===== src/rtl/wb_trace_uart_tx_pkg.sv =====
// Shared constants, frame-state enum and event record for the writeback trace transmitter.
// Defining WB_TRACE_PARITY_EN switches the serializer from 8N1 to 8E1 framing.
package wb_trace_uart_tx_pkg;

  localparam logic [3:0]  TRACE_HDR_TAG = 4'hA;
  localparam int unsigned TRACE_BYTES   = 5;

`ifdef WB_TRACE_PARITY_EN
  localparam int unsigned UART_FRAME_BITS = 11;
`else
  localparam int unsigned UART_FRAME_BITS = 10;
`endif

  typedef enum logic [1:0] {
    StIdle,
    StLoad,
    StSend,
    StNext
  } frame_state_e;

  typedef struct packed {
    logic [3:0]  reg_idx;
    logic [31:0] data;
  } trace_evt_t;

  // Byte 0 is the tagged header, bytes 1..4 carry the data MSB first.
  function automatic logic [7:0] trace_byte(trace_evt_t evt, logic [2:0] idx);
    logic [7:0] b;
    case (idx)
      3'd0:    b = {TRACE_HDR_TAG, evt.reg_idx};
      3'd1:    b = evt.data[31:24];
      3'd2:    b = evt.data[23:16];
      3'd3:    b = evt.data[15:8];
      default: b = evt.data[7:0];
    endcase
    return b;
  endfunction

endpackage


===== src/rtl/wb_trace_uart_tx_uart_byte_tx.sv =====
// Single-byte UART serializer: start bit, 8 data bits LSB first, optional even parity
// (WB_TRACE_PARITY_EN), stop bit; each bit held for CLKS_PER_BIT cycles.
module wb_trace_uart_tx_uart_byte_tx
  import wb_trace_uart_tx_pkg::*;
#(
  parameter int unsigned CLKS_PER_BIT = 434
) (
  input  logic       clk,
  input  logic       rst_n,
  input  logic       start_i,
  input  logic [7:0] byte_i,
  output logic       txd_o,
  output logic       done_o
);

  localparam int unsigned NumBits  = UART_FRAME_BITS;
  localparam int unsigned BaudW    = (CLKS_PER_BIT > 1) ? $clog2(CLKS_PER_BIT) : 1;
  localparam logic [BaudW-1:0] BaudLast = BaudW'(CLKS_PER_BIT - 1);
  localparam logic [3:0]       BitLast  = 4'(NumBits - 1);

  logic [NumBits-1:0] shift_q, shift_d;
  logic [BaudW-1:0]   baud_q, baud_d;
  logic [3:0]         bit_q, bit_d;
  logic               active_q, active_d;
  logic               bit_end;

  // Line is the LSB of a right shifter that refills with ones, so idle/reset is high.
  assign txd_o   = shift_q[0];
  assign bit_end = active_q && (baud_q == BaudLast);
  // Combinational done lands in the last stop-bit cycle, keeping the byte gap at two cycles.
  assign done_o  = bit_end && (bit_q == BitLast);

  always_comb begin
    shift_d  = shift_q;
    baud_d   = baud_q;
    bit_d    = bit_q;
    active_d = active_q;
    if (start_i) begin
`ifdef WB_TRACE_PARITY_EN
      shift_d = {1'b1, ^byte_i, byte_i, 1'b0};
`else
      shift_d = {1'b1, byte_i, 1'b0};
`endif
      baud_d   = '0;
      bit_d    = '0;
      active_d = 1'b1;
    end else if (active_q) begin
      if (bit_end) begin
        baud_d  = '0;
        shift_d = {1'b1, shift_q[NumBits-1:1]};
        if (bit_q == BitLast) begin
          active_d = 1'b0;
        end else begin
          bit_d = bit_q + 4'd1;
        end
      end else begin
        baud_d = baud_q + BaudW'(1);
      end
    end
  end

  always_ff @(posedge clk or negedge rst_n) begin
    if (!rst_n) begin
      shift_q  <= '1;
      baud_q   <= '0;
      bit_q    <= '0;
      active_q <= 1'b0;
    end else begin
      shift_q  <= shift_d;
      baud_q   <= baud_d;
      bit_q    <= bit_d;
      active_q <= active_d;
    end
  end

endmodule


===== src/rtl/wb_trace_uart_tx.sv =====
// Writeback trace tap: queues {reg, data} events and sends each as 5 UART bytes.
// WB_TRACE_PARITY_EN adds an even-parity bit to every byte (handled in the serializer).
module wb_trace_uart_tx
  import wb_trace_uart_tx_pkg::*;
#(
  parameter int unsigned CLKS_PER_BIT = 434,
  parameter int unsigned FIFO_DEPTH   = 4
) (
  input  logic        clk,
  input  logic        rst_n,
  input  logic        wb_valid,
  output logic        wb_ready,
  input  logic [3:0]  wb_reg,
  input  logic [31:0] wb_data,
  output logic        uart_txd,
  output logic        busy
);

  localparam int unsigned PtrW = $clog2(FIFO_DEPTH);
  localparam logic [PtrW:0] CntFull = (PtrW + 1)'(FIFO_DEPTH);
  localparam logic [2:0]    IdxLast = 3'(TRACE_BYTES - 1);

  trace_evt_t      fifo_mem [FIFO_DEPTH];
  logic [PtrW-1:0] wr_ptr_q, wr_ptr_d;
  logic [PtrW-1:0] rd_ptr_q, rd_ptr_d;
  logic [PtrW:0]   count_q, count_d;
  logic            fifo_empty, push, pop;

  frame_state_e    state_q, state_d;
  logic [2:0]      idx_q, idx_d;
  trace_evt_t      shadow_q, shadow_d;
  logic            ser_start, ser_done;
  logic [7:0]      ser_byte;

  assign fifo_empty = (count_q == '0);
  // No bypass: a pop while full only frees the slot from the following cycle.
  assign wb_ready   = (count_q != CntFull);
  assign push       = wb_valid && wb_ready;
  assign ser_byte   = trace_byte(shadow_q, idx_q);

  assign busy = !fifo_empty || (state_q == StLoad) || (state_q == StSend) ||
                ((state_q == StNext) && (idx_q != IdxLast));

  always_comb begin
    state_d   = state_q;
    idx_d     = idx_q;
    shadow_d  = shadow_q;
    ser_start = 1'b0;
    pop       = 1'b0;
    case (state_q)
      StIdle: begin
        if (!fifo_empty) begin
          pop      = 1'b1;
          shadow_d = fifo_mem[rd_ptr_q];
          idx_d    = '0;
          state_d  = StLoad;
        end
      end
      StLoad: begin
        ser_start = 1'b1;
        state_d   = StSend;
      end
      StSend: begin
        if (ser_done) state_d = StNext;
      end
      StNext: begin
        if (idx_q == IdxLast) begin
          idx_d   = '0;
          state_d = StIdle;
        end else begin
          idx_d   = idx_q + 3'd1;
          state_d = StLoad;
        end
      end
      default: state_d = StIdle;
    endcase
  end

  always_comb begin
    wr_ptr_d = push ? wr_ptr_q + PtrW'(1) : wr_ptr_q;
    rd_ptr_d = pop ? rd_ptr_q + PtrW'(1) : rd_ptr_q;
    case ({push, pop})
      2'b10:   count_d = count_q + (PtrW + 1)'(1);
      2'b01:   count_d = count_q - (PtrW + 1)'(1);
      default: count_d = count_q;
    endcase
  end

  always_ff @(posedge clk) begin
    if (push) fifo_mem[wr_ptr_q] <= '{reg_idx: wb_reg, data: wb_data};
  end

  always_ff @(posedge clk or negedge rst_n) begin
    if (!rst_n) begin
      wr_ptr_q <= '0;
      rd_ptr_q <= '0;
      count_q  <= '0;
      state_q  <= StIdle;
      idx_q    <= '0;
      shadow_q <= '0;
    end else begin
      wr_ptr_q <= wr_ptr_d;
      rd_ptr_q <= rd_ptr_d;
      count_q  <= count_d;
      state_q  <= state_d;
      idx_q    <= idx_d;
      shadow_q <= shadow_d;
    end
  end

  wb_trace_uart_tx_uart_byte_tx #(
    .CLKS_PER_BIT(CLKS_PER_BIT)
  ) u_byte_tx (
    .clk    (clk),
    .rst_n  (rst_n),
    .start_i(ser_start),
    .byte_i (ser_byte),
    .txd_o  (uart_txd),
    .done_o (ser_done)
  );

endmodule


===== config.mk =====
export PLATFORM = sky130hd
export DESIGN_NAME = wb_trace_uart_tx
export DESIGN_NICKNAME = d
export VERILOG_FILES = /design/src/rtl/wb_trace_uart_tx_pkg.sv /design/src/rtl/wb_trace_uart_tx_uart_byte_tx.sv /design/src/rtl/wb_trace_uart_tx.sv
export SDC_FILE = /design/constraint.sdc
export NUM_CORES = 1
export LEC_CHECK = 0
export ABC_AREA = 1
export CAP_MARGIN = 40
export CORE_MARGIN = 2
export CORE_UTILIZATION = 55
export DETAILED_ROUTE_END_ITERATION = 8
export GPL_TIMING_DRIVEN = 0
export PLACE_DENSITY = 0.86
export SLEW_MARGIN = 5
export SYNTH_ARGS = -nofsm -noshare
export SYNTH_HDL_FRONTEND = slang
export SYNTH_SLANG_ARGS = --single-unit

===== constraint.sdc =====
create_clock -name clk -period 3 [get_ports clk]
set_clock_uncertainty 0.05 [all_clocks]
set_input_delay 0.6 -clock clk [delete_from_list [all_inputs] [get_ports clk]]
set_output_delay 0.6 -clock clk [all_outputs]
set_load 0.02 [all_outputs]

==> results of run 1 <==
[how the worst max path moves through the flow]
stage / cells after the start / endpoint
after CTS: 6 / busy
after global placement: 3 / fifo_mem[1][10]
after detailed placement: 8 / count_q[2]
after floorplan: 4 / fifo_mem[0][0]
final: 6 / busy
after global routing: 5 / busy
[kinds of logic after synthesis]
group                      synth area share [%]
buffers and inverters                      3.97
xor gates and xnor gates                  0.588
and+or+nand+nor                            14.1
adders and majority gates                  2.88
AOI/OAI and AO/OA                          10.0
DFF                                        68.4
[worst register-to-register path, cell delays in order (launching register included)]
cell,delay [ns]
dfrtp_1,0.43
inv_1,0.15
ha_1,0.21
nand2_1,0.15
inv_2,0.09
buf_4,0.18
buf_2,0.25
ha_1,0.18
inv_1,0.07
fa_1,0.38
a21oi_1,0.14
o21ai_0,0.11
xor2_1,0.15
[sequential cells by signal (all words and copies together) (netlist names)]
| register | count |
|---|---|
| fifo_mem | 144 |
| idx_q | 3 |
| rd_ptr_q | 2 |
| u_byte_tx.active_q | 1 |
| wr_ptr_q | 2 |
| shadow_q | 36 |
| u_byte_tx.baud_q | 9 |
| count_q | 3 |
| state_q | 2 |
| u_byte_tx.bit_q | 4 |
| u_byte_tx.shift_q | 9 |
[timing repair]
action,in CTS,in global routing
gates resized for setup,0,1
hold buffers,1,0
setup endpoints to repair,0,1
endpoints found under the hold margin,5,0
[power groups by stage]
stage | clock (uW) | sequential [uW] | combinational (uW)
detailed placement | 0 | 3790 | 684
global placement | 0 | 3810 | 547
global route | 3150 | 3770 | 745
floorplan | 0 | 3780 | 326
CTS | 3050 | 3740 | 694
finish | 3030 | 3740 | 684
[metrics by stage]
step | hold WS (ns) | utilization (%)
after floorplan | 0.254 | -
after global placement | 0.404 | 60.6
after detailed placement | 0.380 | 61.4
after CTS | 0.400 | 66.6
after global routing | 0.407 | 66.6
final | 0.401 | 66.6
[synthesized netlist by cell type, types with 9 or more instances]
| master | n |
|---|---|
| edfxtp_1 | 144 |
| nand3_1 | 20 |
| dfstp_2 | 9 |
| buf_2 | 20 |
| a31oi_1 | 24 |
| clkbuf_1 | 11 |
| inv_1 | 44 |
| o21ai_0 | 105 |
| dfrtp_1 | 62 |
| o22ai_1 | 13 |
| nand2_1 | 100 |
| a21oi_1 | 18 |
| ha_1 | 19 |
| nor2_1 | 171 |
[per-layer routing]
| layer | track usage (%) | up-vias | share of wire, % |
|---|---|---|---|
| met5 | 0 | - | 0 |
| met4 | 10.9 | 0 | 4.0 |
| met3 | 3.97 | 72 | 7.5 |
| met2 | 41.8 | 338 | 50 |
| met1 | 30.1 | 3057 | 38 |
| li1 | - | 2897 | - |
[final cells by class]
type                            count  area, sq um
Buffer                             34          171
Sequential cell                   215         6110
Clock inverter                     13          189
Clock buffer                       29          629
Fill cell                        1130         5300
Tap cell                          216          270
Timing Repair Buffer               47          526
Inverter                           49          184
Multi-Input combinational cell    505         2500
==> metrics.csv, run 1 <==
stage;metric;value;unit
outcome;outcome;completed;
setup_path;Worst Path Arrival;2.25;ns
setup_path;r2r setup slk;0.36;ns
setup_path;CP endpoint kind;output pin;
power_and_ir_drop;Overall Power;7450;uW
yosys;Seq cells post-synth;215;
setup_path;critical path class;reg2out;
drt;Pre-antenna DRT Iters;5;
layout;leading cell type in the layout, fill and taps excluded;nor2_1;
cts;Reg clk slew, reported paths;0.06;ns
yosys;unique cell type count in the Yosys netlist;34;
die;Site Rows;46;
cts;Post-CTS Setup Bufs;0;
setup_path;Reg-to-Reg Start;state_q[0];
layout;nets@finish;934;
sta;slew margin rel.;59.8;%
setup_path;worst path required time;2.35;ns
setup_path;Crit path buffers/inverters;2;
yosys;asr flop ratio synth;33.0;%
sta;Final Slew Violations;0;
grt;largest net degree at the start of global routing;67;
sta;final worst setup slack;0.104;ns
layout;Finished Cell Area;0.0106;sq mm
yosys;Synth Flop Type;edfxtp_1;
yosys;synth warn;0;
layout;non-filler cells, final;1108;
layout;most frequent cells in the layout;167 x nor2_1, 144 x edfxtp_1, 105 x o21ai_0;
yosys;main area contributors after synthesis;edfxtp_1 48%, dfrtp_1 17%, nor2_1 7.2%;
setup_path;worst path cell trace;inv_1 -> ha_2 -> nand2_1 -> nand2_1 -> nand3_1 -> clkdlybuf4s50_1;
sta;final setup fails;0;
power_and_ir_drop;P_sw;1760;uW
die;Die Y;131;microns
grt;first-pass GRT wire length;33100;microns
sta;worst slew pin tran;0.602;ns
die;core area;0.0159;sq mm
setup_path;Critical Path Source;idx_q[0];
power_and_ir_drop;Clock power frac;40.7;%
setup_path;crit-path max FO;6;
cts;Clock Latency Late Sink;0.53;ns
placement;I/O Buffers;41;
yosys;Seq/Total Area, Yosys;68.4;%
drt;drt wl/cell;18.6;microns
drt;number of DRC markers in iteration 0;770;
cts;Clock Sinks;215;
power_and_ir_drop;Worst IR Drop VDD;0.000704;V
die;die area;0.0173;sq mm
drt;DRC viols;0;
power_and_ir_drop;cell-internal power;5700;uW
setup_path;Max stage delay on crit path;0.56;ns
cts;Root Buffer;clkbuf_16;
die;die width;131;microns
sta;Tmin final;2.90;ns
sta;Max Freq;345;MHz
placement;placed cell areas;0.00976;sq mm
setup_path;CP dominant cell by count;nand2_1;
layout;Area Overhead vs Synth;18.4;%
setup_path;Top delay family on crit path;buffers and inverters;
min_path;HP Class;in2async;
power_and_ir_drop;leakage dissipation;0.00405;uW
die;Ports;42;
drt;Via Count;6364;
sta;RSZ-0062 raised after global routing;false;
grt;global router's overall resource usage;24.2;%
yosys;Avg Inst Size Synth;11.1;sq um
cts;Bufs on Longest Clock Path;3;
yosys;area share of the largest cell type after synthesis;48.4;%
power_and_ir_drop;Reg power frac;50.2;%
sta;Final Hold Vio Count;0;
die;Starting Density;56.3;%
placement;Post-DP HPWL;12600;microns
yosys;post-synth top area cell;edfxtp_1;
setup_path;reg-to-reg critical path endpoint;count_q[2];
sta;period utilization;96.5;%
drt;Post-Route WL;20600;microns
layout;Ant. Diodes;0;
yosys;Post-synth EDFFs;144;
cts;CTS tree;built;
grt;vias in the first global route;6429;
grt;Overflow after GRT;0;
yosys;post-synthesis instance total;803;
drt;post-route ant nets;0;
grt;antenna violations before repair;0;
cts;H-Tree Depth;1;
run;total of max-cap violations;0;
setup_path;slowest CP cell;clkdlybuf4s50_1;
sta;total negative slack;0;ns
power_and_ir_drop;pwr/cell area;704;mW/mm^2
layout;layout cells sized above 1;11.1;%
placement;Placed Cells;1065;
power_and_ir_drop;switching share of power;23.6;%
power_and_ir_drop;Comb power frac;9.2;%
drt;number of vias per cell;5.74;
placement;Place WS;0.330;ns
yosys;Post-Syn Nets;862;
placement;gpl congestion;0.863;
yosys;Syn Std Cell Area;0.00894;sq mm
setup_path;Worst setup SP type;flip-flop;
setup_path;r2r worst-path depth;12;
cts;CTS buffer count;23;
No activity file was read; power rests on OpenSTA's default activity.
==> run 2, diff against run 1 <==
RECOVER_POWER = 25   (was not set)
==> run 2 against run 1 <==
Clock power hardly changed; wire length is 0.17% higher; die area stayed put; via count is 0.74% higher; cell area hardly changed; global-route usage stayed put; sequential share of layout area hardly changed; sequential power hardly changed.
==> metrics.csv, run 2 (synthesized netlist as in run 1, its figures left out) <==
stage;metric;value;unit
outcome;outcome;completed;
sta;worst slew pin tran;0.613;ns
die;core area;0.0159;sq mm
layout;registers with the most flip-flops;fifo_mem x144, shadow_q x36;
die;Starting Density;56.3;%
sta;final setup fails;0;
cts;Clock Sinks;215;
layout;nets@finish;934;
sta;total negative slack;0;ns
cts;Root Buffer;clkbuf_16;
setup_path;CP endpoint kind;output pin;
die;Site Rows;46;
drt;Via Count;6411;
min_path;Hold Startpoint;u_byte_tx.shift_q[7];
setup_path;r2r worst-path depth;12;
drt;number of DRC markers in iteration 0;754;
cts;Bufs on Longest Clock Path;3;
grt;largest net degree at the start of global routing;67;
drt;DRC viols;0;
sta;Tmin final;2.89;ns
drt;number of vias per cell;5.79;
layout;Finished Cell Area;0.0106;sq mm
setup_path;r2r setup slk;0.36;ns
sta;Max Freq;346;MHz
cts;Clock Latency Late Sink;0.53;ns
sta;Final Hold Vio Count;0;
setup_path;Worst setup SP type;flip-flop;
sta;period utilization;96.4;%
min_path;hold worst-path end;u_byte_tx.shift_q[7];
layout;Filler Cell Count;1132;
placement;Post-DP HPWL;12600;microns
min_path;HP Class;reg2reg;
die;die area;0.0173;sq mm
grt;global router's overall resource usage;24.2;%
layout;Area Overhead vs Synth;18.4;%
power_and_ir_drop;Worst IR Drop VDD;0.000704;V
layout;Ant. Diodes;0;
setup_path;critical path class;reg2out;
layout;layout cells sized above 1;11.0;%
layout;most frequent cells in the layout;167 x nor2_1, 144 x edfxtp_1, 105 x o21ai_0;
setup_path;crit-path max FO;6;
min_path;Hold Crit Depth;2;
sta;RSZ-0062 raised after global routing;false;
die;Ports;42;
layout;leading cell type in the layout, fill and taps excluded;nor2_1;
layout;Biggest register;fifo_mem;
grt;vias in the first global route;6429;
cts;CTS tree;built;
grt;antenna violations before repair;0;
run;total of max-cap violations;0;
drt;Post-Route WL;20600;microns
drt;Pre-antenna DRT Iters;5;
cts;Reg clk slew, reported paths;0.06;ns
sta;slew margin rel.;59.1;%
die;Die Y;131;microns
setup_path;reg-to-reg critical path endpoint;count_q[2];
cts;CTS buffer count;23;
cts;H-Tree Depth;1;
layout;Largest register FFs;144;
power_and_ir_drop;leakage dissipation;0.00405;uW
power_and_ir_drop;Overall Power;7450;uW
power_and_ir_drop;pwr/cell area;704;mW/mm^2
drt;post-route ant nets;0;
sta;Final Slew Violations;0;
drt;drt wl/cell;18.6;microns
grt;first-pass GRT wire length;33100;microns
grt;Overflow after GRT;0;
die;die width;131;microns
placement;placed cell areas;0.00976;sq mm
placement;I/O Buffers;41;
setup_path;Worst Path Arrival;2.24;ns
cts;Post-CTS Setup Bufs;0;
placement;gpl congestion;0.863;
setup_path;worst path required time;2.35;ns
sta;final worst setup slack;0.107;ns
setup_path;Reg-to-Reg Start;state_q[0];
placement;Place WS;0.330;ns
layout;final cell utilization of the core;66.6;%
==> run 2: report_power, final <==
group	switching (uW)	internal, uW	total [uW]
clock	1190	1850	3040
sequential	106	3630	3740
combinational	469	207	676
==> run 2: timing repair <==
item / CTS / global route
gates resized for setup: 0 / 1
endpoints found under the setup margin: 0 / 1
endpoints found under the hold margin: 5 / 0
hold buffers: 1 / 0
==> run 2: per-layer routing <==
metal / GRT usage, % / vias to the layer above / part of all wire (%)
met5: 0 / - / 0
met4: 10.9 / 0 / 3.9
met3: 3.97 / 68 / 8.3
met2: 41.8 / 359 / 50
met1: 30.1 / 3083 / 38
li1: - / 2901 / -
==> run 2: how the worst max path moves through the flow <==
stage,end,slack (ns),startpoint
2_1_floorplan,fifo_mem[0][0],0.12,count_q[0]
3_3_place_gp,fifo_mem[1][10],-1.44,wb_valid
3_5_place_dp,count_q[2],0.33,wb_valid
4_1_cts,busy,0.06,idx_q[0]
5_1_grt,busy,0.0007,state_q[1]
6_report,busy,0.11,idx_q[0]
==> run 2: through the flow <==
| step | hold slack (ns) | instances |
|---|---|---|
| 6_report | 0.419 | 1108 |
| 5_1_grt | 0.438 | 1108 |
| 4_1_cts | 0.400 | 1108 |
| 3_5_place_dp | 0.380 | 1065 |
| 3_3_place_gp | 0.404 | 1060 |
| 2_1_floorplan | 0.254 | 803 |
==> run 2: layout make-up <==
class,instances,area (sq um),area share [%]
Sequential cell,215,6110,57.8
Timing Repair Buffer,47,522,4.93
Tap cell,216,270,2.55
Inverter,49,184,1.74
Multi-Input combinational cell,505,2500,23.7
Buffer,34,171,1.62
Clock inverter,13,189,1.79
Clock buffer,29,629,5.95
==> run 2: worst max-delay path, cell delays in order (launching register included) <==
cell             delay (ns)
dfrtp_1                0.42
inv_1                  0.14
ha_2                   0.26
nand2_1                0.07
nand2_1                0.14
nand3_1                0.13
clkdlybuf4s50_1        0.56
